### config.mk
export PLATFORM = sky130hd
export DESIGN_NAME = segdisp_scan_ctrl_flat
export DESIGN_NICKNAME = d
export VERILOG_FILES = /design/src/rtl/segdisp_pkg.sv /design/src/rtl/segdisp_scan_ctrl_if.sv /design/src/rtl/segdisp_scan_ctrl_hex7seg.sv /design/src/rtl/segdisp_scan_ctrl.sv /design/src/flat_wrapper.sv
export SDC_FILE = /design/constraint.sdc
export NUM_CORES = 1
export LEC_CHECK = 0
export ABC_CLOCK_PERIOD_IN_PS = 4100
export CAP_MARGIN = 10
export CORE_ASPECT_RATIO = 1.25
export CORE_UTILIZATION = 29
export CTS_CLUSTER_SIZE = 24
export DETAILED_ROUTE_END_ITERATION = 10
export PLACE_DENSITY = 0.52
export SETUP_SLACK_MARGIN = 0.1
export SYNTH_ARGS = -nofsm -noshare
export SYNTH_HDL_FRONTEND = slang
export SYNTH_SLANG_ARGS = --single-unit
export TNS_END_PERCENT = 1
### constraint.sdc
create_clock -name clk -period 4.1 [get_ports clk]
set_input_delay 0.41 -clock clk [delete_from_list [all_inputs] [get_ports clk]]
set_output_delay 0.41 -clock clk [all_outputs]
set_load 0.02 [all_outputs]
### src/rtl/segdisp_pkg.sv
// Shared types and constants for the seven-segment scan controller.
// SEG_LUT patterns are active-high, bit order gfedcba.
package segdisp_pkg;

    typedef enum logic [1:0] {
        IDLE  = 2'd0,
        BLANK = 2'd1,
        ON    = 2'd2
    } state_t;

    localparam int NUM_DIGITS = 8;

    localparam logic [6:0] SEG_LUT [16] = '{
        7'h3F, 7'h06, 7'h5B, 7'h4F, 7'h66, 7'h6D, 7'h7D, 7'h07,
        7'h7F, 7'h6F, 7'h77, 7'h7C, 7'h39, 7'h5E, 7'h79, 7'h71
    };

endpackage

### src/rtl/segdisp_scan_ctrl_if.sv
// Register-side inputs and display pins of the scan controller, plus FSM state for debug.
// Handshake: data_valid is a one-cycle strobe with no ready; data_in/dp_in are captured on every cycle it is high.
interface segdisp_scan_ctrl_if;
    import segdisp_pkg::*;

    logic [31:0] data_in;
    logic        data_valid;
    logic [7:0]  dp_in;
    logic [7:0]  digit_en;
    logic        blank_lz;
    logic        enable;
    logic [6:0]  seg;
    logic        dp;
    logic [7:0]  dig_sel;
    logic        frame_done;
    state_t      state;

    modport master (
        output data_in, data_valid, dp_in, digit_en, blank_lz, enable,
        input  seg, dp, dig_sel, frame_done, state
    );

    modport slave (
        input  data_in, data_valid, dp_in, digit_en, blank_lz, enable,
        output seg, dp, dig_sel, frame_done, state
    );

endinterface

### src/rtl/segdisp_scan_ctrl_hex7seg.sv
// Combinational hex nibble to active-high gfedcba segment pattern.
module hex7seg
    import segdisp_pkg::*;
(
    input  logic [3:0] nib,
    output logic [6:0] seg
);

    assign seg = SEG_LUT[nib];

endmodule

### src/rtl/segdisp_scan_ctrl.sv
// Eight-digit multiplexed display scanner with blank gaps, leading-zero
// blanking and frame-aligned double buffering of the display register.
module segdisp_scan_ctrl
    import segdisp_pkg::*;
#(
    parameter int ON_CYCLES      = 50000,
    parameter int BLANK_CYCLES   = 500,
    parameter int SEG_ACTIVE_LOW = 1,
    parameter int DIG_ACTIVE_LOW = 1
) (
    input  logic               clk,
    input  logic               reset_n,
    segdisp_scan_ctrl_if.slave bus
);

    localparam int MAX_CYCLES = (ON_CYCLES > BLANK_CYCLES) ? ON_CYCLES : BLANK_CYCLES;
    localparam int CW         = $clog2(MAX_CYCLES + 1);
    localparam logic [CW-1:0] ON_LAST    = CW'(ON_CYCLES - 1);
    localparam logic [CW-1:0] BLANK_LAST = CW'(BLANK_CYCLES - 1);
    localparam logic [6:0] SEG_OFF = (SEG_ACTIVE_LOW != 0) ? 7'h7F : 7'h00;
    localparam logic       DP_OFF  = (SEG_ACTIVE_LOW != 0) ? 1'b1 : 1'b0;
    localparam logic [7:0] DIG_OFF = (DIG_ACTIVE_LOW != 0) ? 8'hFF : 8'h00;

    // Reset asserts immediately but releases two clocks after reset_n rises.
    logic [1:0] rst_sync;
    logic       rst_int_n;

    always_ff @(posedge clk or negedge reset_n) begin
        if (!reset_n) rst_sync <= 2'b00;
        else          rst_sync <= {rst_sync[0], 1'b1};
    end
    assign rst_int_n = rst_sync[1];

    state_t        state;
    logic [2:0]    idx;
    logic [CW-1:0] cnt;
    logic          wrap_q;
    logic [31:0]   pending_data, shadow_data;
    logic [7:0]    pending_dp, shadow_dp;
    logic          pend_flag;
    logic          boundary;
    logic [3:0]    nib;
    logic [6:0]    lut_seg;
    logic          lz_blank;

    assign boundary = bus.enable && (state == ON) && (idx == 3'd7) && (cnt == ON_LAST);
    assign nib      = 4'(shadow_data >> {idx, 2'b00});
    assign lz_blank = bus.blank_lz && (idx != 3'd0) && ((shadow_data >> {idx, 2'b00}) == 32'd0);
    assign bus.state = state;

    hex7seg u_hex7seg (
        .nib (nib),
        .seg (lut_seg)
    );

    always_ff @(posedge clk or negedge rst_int_n) begin
        if (!rst_int_n) begin
            state  <= IDLE;
            idx    <= 3'd0;
            cnt    <= '0;
            wrap_q <= 1'b0;
        end else begin
            wrap_q <= boundary;
            if (!bus.enable) begin
                state <= IDLE;
                idx   <= 3'd0;
                cnt   <= '0;
            end else begin
                case (state)
                    IDLE: begin
                        state <= BLANK;
                        cnt   <= '0;
                    end
                    BLANK: begin
                        if (cnt == BLANK_LAST) begin
                            state <= ON;
                            cnt   <= '0;
                        end else begin
                            cnt <= cnt + 1'b1;
                        end
                    end
                    ON: begin
                        if (cnt == ON_LAST) begin
                            state <= BLANK;
                            cnt   <= '0;
                            idx   <= idx + 1'b1;
                        end else begin
                            cnt <= cnt + 1'b1;
                        end
                    end
                    default: state <= IDLE;
                endcase
            end
        end
    end

    // A strobe landing on the boundary bypasses pending so it shows in the very next frame.
    always_ff @(posedge clk or negedge rst_int_n) begin
        if (!rst_int_n) begin
            pending_data <= '0;
            pending_dp   <= '0;
            shadow_data  <= '0;
            shadow_dp    <= '0;
            pend_flag    <= 1'b0;
        end else if (bus.data_valid) begin
            pending_data <= bus.data_in;
            pending_dp   <= bus.dp_in;
            if (boundary) begin
                shadow_data <= bus.data_in;
                shadow_dp   <= bus.dp_in;
                pend_flag   <= 1'b0;
            end else begin
                pend_flag <= 1'b1;
            end
        end else if (pend_flag && (boundary || state == IDLE)) begin
            shadow_data <= pending_data;
            shadow_dp   <= pending_dp;
            pend_flag   <= 1'b0;
        end
    end

    always_ff @(posedge clk or negedge rst_int_n) begin
        if (!rst_int_n) begin
            bus.seg        <= SEG_OFF;
            bus.dp         <= DP_OFF;
            bus.dig_sel    <= DIG_OFF;
            bus.frame_done <= 1'b0;
        end else begin
            bus.frame_done <= wrap_q;
            if (state == ON) begin
                bus.seg     <= (lz_blank ? 7'd0 : lut_seg) ^ SEG_OFF;
                bus.dp      <= (lz_blank ? 1'b0 : shadow_dp[idx]) ^ DP_OFF;
                bus.dig_sel <= (bus.digit_en[idx] ? (8'd1 << idx) : 8'd0) ^ DIG_OFF;
            end else begin
                bus.seg     <= SEG_OFF;
                bus.dp      <= DP_OFF;
                bus.dig_sel <= DIG_OFF;
            end
        end
    end

endmodule

### src/flat_wrapper.sv
// flat-port wrapper written by rule: the top's interface ports become plain ports
module segdisp_scan_ctrl_flat import segdisp_pkg::*;
#(
    parameter int ON_CYCLES      = 50000,
    parameter int BLANK_CYCLES   = 500,
    parameter int SEG_ACTIVE_LOW = 1,
    parameter int DIG_ACTIVE_LOW = 1
)
  (clk, reset_n, bus_data_in, bus_data_valid, bus_dp_in, bus_digit_en, bus_blank_lz, bus_enable, bus_seg, bus_dp, bus_dig_sel, bus_frame_done, bus_state);
  segdisp_scan_ctrl_if bus_i ();
  input  logic clk;
  input  logic reset_n;
  input wire logic [$bits(bus_i.data_in)-1:0] bus_data_in;
  input wire logic [$bits(bus_i.data_valid)-1:0] bus_data_valid;
  input wire logic [$bits(bus_i.dp_in)-1:0] bus_dp_in;
  input wire logic [$bits(bus_i.digit_en)-1:0] bus_digit_en;
  input wire logic [$bits(bus_i.blank_lz)-1:0] bus_blank_lz;
  input wire logic [$bits(bus_i.enable)-1:0] bus_enable;
  output wire logic [$bits(bus_i.seg)-1:0] bus_seg;
  output wire logic [$bits(bus_i.dp)-1:0] bus_dp;
  output wire logic [$bits(bus_i.dig_sel)-1:0] bus_dig_sel;
  output wire logic [$bits(bus_i.frame_done)-1:0] bus_frame_done;
  output wire logic [$bits(bus_i.state)-1:0] bus_state;
  assign bus_i.data_in = bus_data_in;
  assign bus_i.data_valid = bus_data_valid;
  assign bus_i.dp_in = bus_dp_in;
  assign bus_i.digit_en = bus_digit_en;
  assign bus_i.blank_lz = bus_blank_lz;
  assign bus_i.enable = bus_enable;
  assign bus_seg = bus_i.seg;
  assign bus_dp = bus_i.dp;
  assign bus_dig_sel = bus_i.dig_sel;
  assign bus_frame_done = bus_i.frame_done;
  assign bus_state = bus_i.state;
  segdisp_scan_ctrl #(.ON_CYCLES(ON_CYCLES), .BLANK_CYCLES(BLANK_CYCLES), .SEG_ACTIVE_LOW(SEG_ACTIVE_LOW), .DIG_ACTIVE_LOW(DIG_ACTIVE_LOW)) u_core (.clk(clk), .reset_n(reset_n), .bus(bus_i));
endmodule
# After elaboration in Yosys (flattened, before gate mapping)
# Memory sizes are Yosys's and may differ from the RTL's.
# Index checks and enable logic that the tools add are counted.
# op_classes
add_sub_neg	2
magnitude_cmp	2
eq_ne	11
shifts	2
muxes	32
bitwise_logic	4
reduce_logical	14
# op_table
operator	count
$mux 32	3
$mux 16	3
$pmux 16 s3	1
$mux 8	5
$logic_not 32->1	1
$shr 32x5->32	1
$mux 7	4
$add 16x1->16 const B	1
$eq 16x16->1 const B	1
$eq 16x9->1 const B	1
$mux 3	3
$not 8->8	1
$shl 1x3->8 const A	1
$mux 1	7
$not 7->7	1
$bmux 1 s3	2
$logic_and 1x1->1	6
$mux 2	3
$ne 2x1->1 const B	3
$pmux 2 s3	1
$reduce_and 2->1	3
$ge 5x5->1 const B	1
$not 4->5	1
$lt 3x4->1 const B	1
12 further kinds	12
# totals
ff_bits	122
rom_bits	112
output_inout_bits	19
memories	1
# mem_list
name	depth	width	read_ports	rd_ports_with_merged_regs	write_ports	line_no	rtl
(name not given)	16	7	1	0	0	segdisp_scan_ctrl_hex7seg.sv:9	assign seg = SEG_LUT[nib];

# Logic depth before layout (Yosys ltp)
# logic_depth
depth_word	8
depth_mapped	10
depth_no_buf	8

# By module
# From an unflattened synthesis, not the netlist that was laid out.
# unflattened
cells_unflattened	478
hier_area_um2	5933.2
# by_module_without_submodules
module	instances	cells_each	area_each_um2	seq_area_each_um2
segdisp_scan_ctrl	1	445	5650.4	3072.9
hex7seg	1	33	282.8	0.0

# Worst setup path after synthesis
# No wires, ideal clock.
# synth_path
kind	flip-flop to flip-flop
startpoint	register u_core.idx[0]
endpoint	register u_core.bus.seg[0]
setup_ps	80
arrival_time_ps	2374
required_time_ps	4020
slack_ps	1647
path_stages_with_launch	10
path_buffers	1
cell_sequence	dfrtp_1 > buf_2 > mux4_2 > mux2i_1 > ha_1 > nand2_1 > a21oi_1 > o31a_1 > a41oi_1 > o22ai_1
# synth_between
elab_chain_len	8
# synth_rtl
item	line_no	rtl
from (decl)	segdisp_scan_ctrl.sv:35	logic [2:0] idx;
from (signal assigned)	segdisp_scan_ctrl.sv:86	idx <= idx + 1'b1;
$shr 32x5->32	segdisp_scan_ctrl.sv:47	assign nib = 4'(shadow_data >> {idx, 2'b00});
$not 4->5 (not written as such)	segdisp_scan_ctrl_hex7seg.sv:9	
$mem_v2 16x7	-	
$mux 7 (not written as such) (2 in a row)	segdisp_scan_ctrl_hex7seg.sv:9	
$mux 7 (*)	segdisp_scan_ctrl.sv:131	bus.seg <= (lz_blank ? 7'd0 : lut_seg) ^ SEG_OFF;
$not 7->7 (no line) (*)	-	
$mux 7 (*)	segdisp_scan_ctrl.sv:130	if (state == ON) begin
to (signal assigned)	segdisp_scan_ctrl.sv:131	
to (decl)	segdisp_scan_ctrl_if.sv:25	output seg, dp, dig_sel, frame_done, state
# Mark *: on every way between the ends. The rest lies on a longest branch, timed or not. The select of a mux whose other input is x is not followed.
# A chain may end at the register's enable or synchronous reset.

# Final worst setup path
# layout_path
startpoint	register u_core.idx[1]
endpoint	register u_core.bus.seg[5]
# Same word-level chain as after synthesis.

==> impl_results.md <==
- Status: finished, final reports clean
- Share of cells above drive strength 1: a little over a quarter
- WP buf/inv: 0
- Setup TNS: 0 ns
- WL per Instance: 16.0 um
- CP Capture Type: flop
- Type of the worst setup path: reg -> reg
- DRC: 0
- Clk_lat worst skew: 0.41 ns
- Sequential area share after synthesis: about half
- Number of synthesized flops with an enable pin: 0
- Num ports: 72
- Commonest cells in the netlist: 106 x dfrtp_1, 45 x nand2_1, 42 x mux2_2
- Final WL: 13500 um
- I/O Buffers: slightly above 70
- GRT Overall Usage: 13.6%
- #FFs+latches synth: roughly 120
- Hold Path Class: in -> async
- Period utilisation layout: between 70% and 80%
- CP Data Arrival Time: approximately 3.5 ns
- Req. time, crit path: roughly 4.4 ns
- Top cells by area, synth: dfrtp_1 43%, mux2_4 9.8%, mux2_2 7.7%
- CP Cell Sequence: mux4_2, mux2i_1, and2_1, a41oi_1, o21ai_0
- Tmin final: about 3.1 ns
- Starting Density: a little under 30%
- Die height: ~160 um
- Power per cell area: roughly 630 mW/mm^2
- FF-to-FF Start: u_core.idx[1]
- Hold-fix buffer count after cts: 0
- Row count: 59
- Final Max Tran Viols: 0
- Crit start category: flop
- Reg clk slew, reported paths: roughly 0.060 ns
- Synth Area per Inst: roughly 13 um^2
- Synth Flop Type: dfrtp_1
- Crit path max-delay family: multiplexers
- Core area: between 0.02 and 0.025 mm^2
- Pin count of the biggest net entering global routing: 53
- Final Hold Viols: 0
- Router iterations before antenna repair: 5
- Initial antenna violation count: 0
- # setup viols final: 0
- Mapped Area: between 0.006 and 0.007 mm^2
- Fin Hold WS: roughly 0.16 ns
- Nets@finish: around 630
- Post-Route Utilization: 37.2%
- Skew final: 0.00530 ns
- Share of the synthesized area in the top cell type: between 40 and 50%
- Post-Synthesis Cells: about 490
- CTS buffer count: 17
- Peak supply drop: about 0.34 mV
- Net Count, Synth: around 560
- Most frequent cell after synthesis: dfrtp_1
- FF-to-FF path depth: 5
- Ys async rst share: 100%
- Die ar.: 0.0218 mm^2
- Total gr overflow: 0
- RSZ-0062 raised after global routing: no
- Max incr delay on CP: ~0.86 ns
- CTS resizes: 0
- Clock Sinks: around 120
- Fillers: 2002
- Root buffer cell: clkbuf_16
- Max-cap viol count: 0
- Fmax: ~0.32 GHz
- Deepest clock path buffer count: 2
- DRT iter0 DRCs: between 200 and 250
- Vias/cell: ~4.8
- Post-route ant nets: 0
- R2R Setup Slk: 0.97 ns
- Critical path launch point: u_core.idx[1]
- Area growth syn-to-layout: 25.9%
- First-pass GRT wire length: about 23000 um
- FF-to-FF End: u_core.bus.seg[5]
- Ant diodes: 0
- Vias in the first global route: roughly 4400
- CTS H-tree lvls: 4
- Worst-path fanout max: 19
- Vias: 4044
- DP HPWL: 9710 um
- Worst setup path endpoint: u_core.bus.seg[5]
- Critical path depth in cells: 5
- Yosys warnings: 0
- Die Width: 132 um
- Slew @ Worst Pin: around 1.0 ns
- Routability cong.: 0.834
- Leading area contributor after synthesis: dfrtp_1
- Number of distinct library cells after synthesis: 56
- CTS tree: done
- Crit-path slowest cell: dfrtp_1
- Number of setup buffers added after CTS: 0
- Leakage: between 3 and 4 nW
- Slew margin rel.: approximately a third
==> worst min-delay path by stage <==
stage                       start                   end  slack, ns
2_1_floorplan             reset_n    u_core.rst_sync[0]       0.11
3_3_place_gp   u_core.rst_sync[1]  u_core.pending_dp[2]       0.27
3_5_place_dp   u_core.rst_sync[1]  u_core.pending_dp[2]       0.28
4_1_cts                   reset_n    u_core.rst_sync[1]       0.14
5_1_grt                   reset_n    u_core.rst_sync[1]       0.15
6_report                  reset_n    u_core.rst_sync[1]       0.16
==> layer usage <==
| layer | vias up | GRT usage (%) | share of wire, % | routed length (um) |
|---|---|---|---|---|
| met4 | 0 | 6.95 | 2.3 | 308 |
| met5 | - | 0 | 0 | 0 |
| met1 | 1986 | 17.7 | 48 | 6480 |
| met2 | 110 | 21.1 | 46 | 6180 |
| li1 | 1929 | - | - | - |
| met3 | 19 | 3.07 | 4.2 | 575 |
==> stage by stage <==
step | setup WS (ns) | std cells | power, mW | area, um^2
after floorplan | 0.477 | 485 | 2.86 | 6160
after global placement | 1.09 | 812 | 3.21 | 7090
after detailed placement | 0.974 | 812 | 3.25 | 7090
after CTS | 0.969 | 844 | 4.93 | 7750
after global routing | 0.641 | 844 | 5.14 | 7750
final | 0.973 | 844 | 4.89 | 7750
==> cell type report <==
cell class,count,area [um^2],area share [%]
Clock buffer,19,443,5.72
Clock inverter,13,215,2.78
Inverter,14,52.6,0.678
Multi-Input combinational cell,326,2880,37.1
Sequential cell,122,3080,39.7
Tap cell,274,343,4.42
Timing Repair Buffer,76,743,9.59
==> cell usage in the layout, fill, tap and decap left out, types with 8 or more instances in the layout <==
master / n
mux4_2: 13
nor2_1: 26
clkdlybuf4s50_1: 70
o221ai_1: 12
nand2_1: 45
nand3_1: 13
inv_1: 13
nor4_1: 15
and2_1: 12
o21ai_0: 11
dfstp_2: 16
mux2_2: 42
mux2_4: 40
dfrtp_1: 105
ha_1: 17
clkbuf_16: 17
nor3_1: 8
==> where the power goes <==
group	internal [mW]	switching, mW
combinational	0.782	0.643
sequential	1.53	0.288
clock	1.10	0.555
==> worst reg2reg max path: stages, from the launching register on <==
cell	delay, ns
dfrtp_1	0.86
mux4_2	0.61
mux2i_1	0.72
and2_1	0.27
a41oi_1	0.29
o21ai_0	0.29
==> flip-flops by register name, indices dropped and copies added, names as in the netlist <==
name,flops
u_core.bus.dig_sel,8
u_core.bus.dp,1
u_core.bus.frame_done,1
u_core.bus.seg,7
u_core.bus.state,2
u_core.cnt,16
u_core.idx,3
u_core.pend_flag,1
u_core.pending_data,32
u_core.pending_dp,8
u_core.rst_sync,2
u_core.shadow_data,32
u_core.shadow_dp,8
u_core.wrap_q,1
==> cells by family (layout without fill, tap and decap cells) <==
kind of cell | after synthesis | count (layout) | synth area share (%)
AOI/OAI and AO/OA | 65 | 65 | 7.84
xor gates and xnor gates | 1 | 1 | 0.142
adders and majority gates | 17 | 17 | 3.45
buffers and inverters | 37 | 122 | 3.45
DFF | 122 | 122 | 49.9
muxes | 102 | 102 | 23.5
other | 1 | 1 | 0.0609
and+or+nand+nor | 140 | 140 | 11.6
Power figures use the tool's default switching activity.
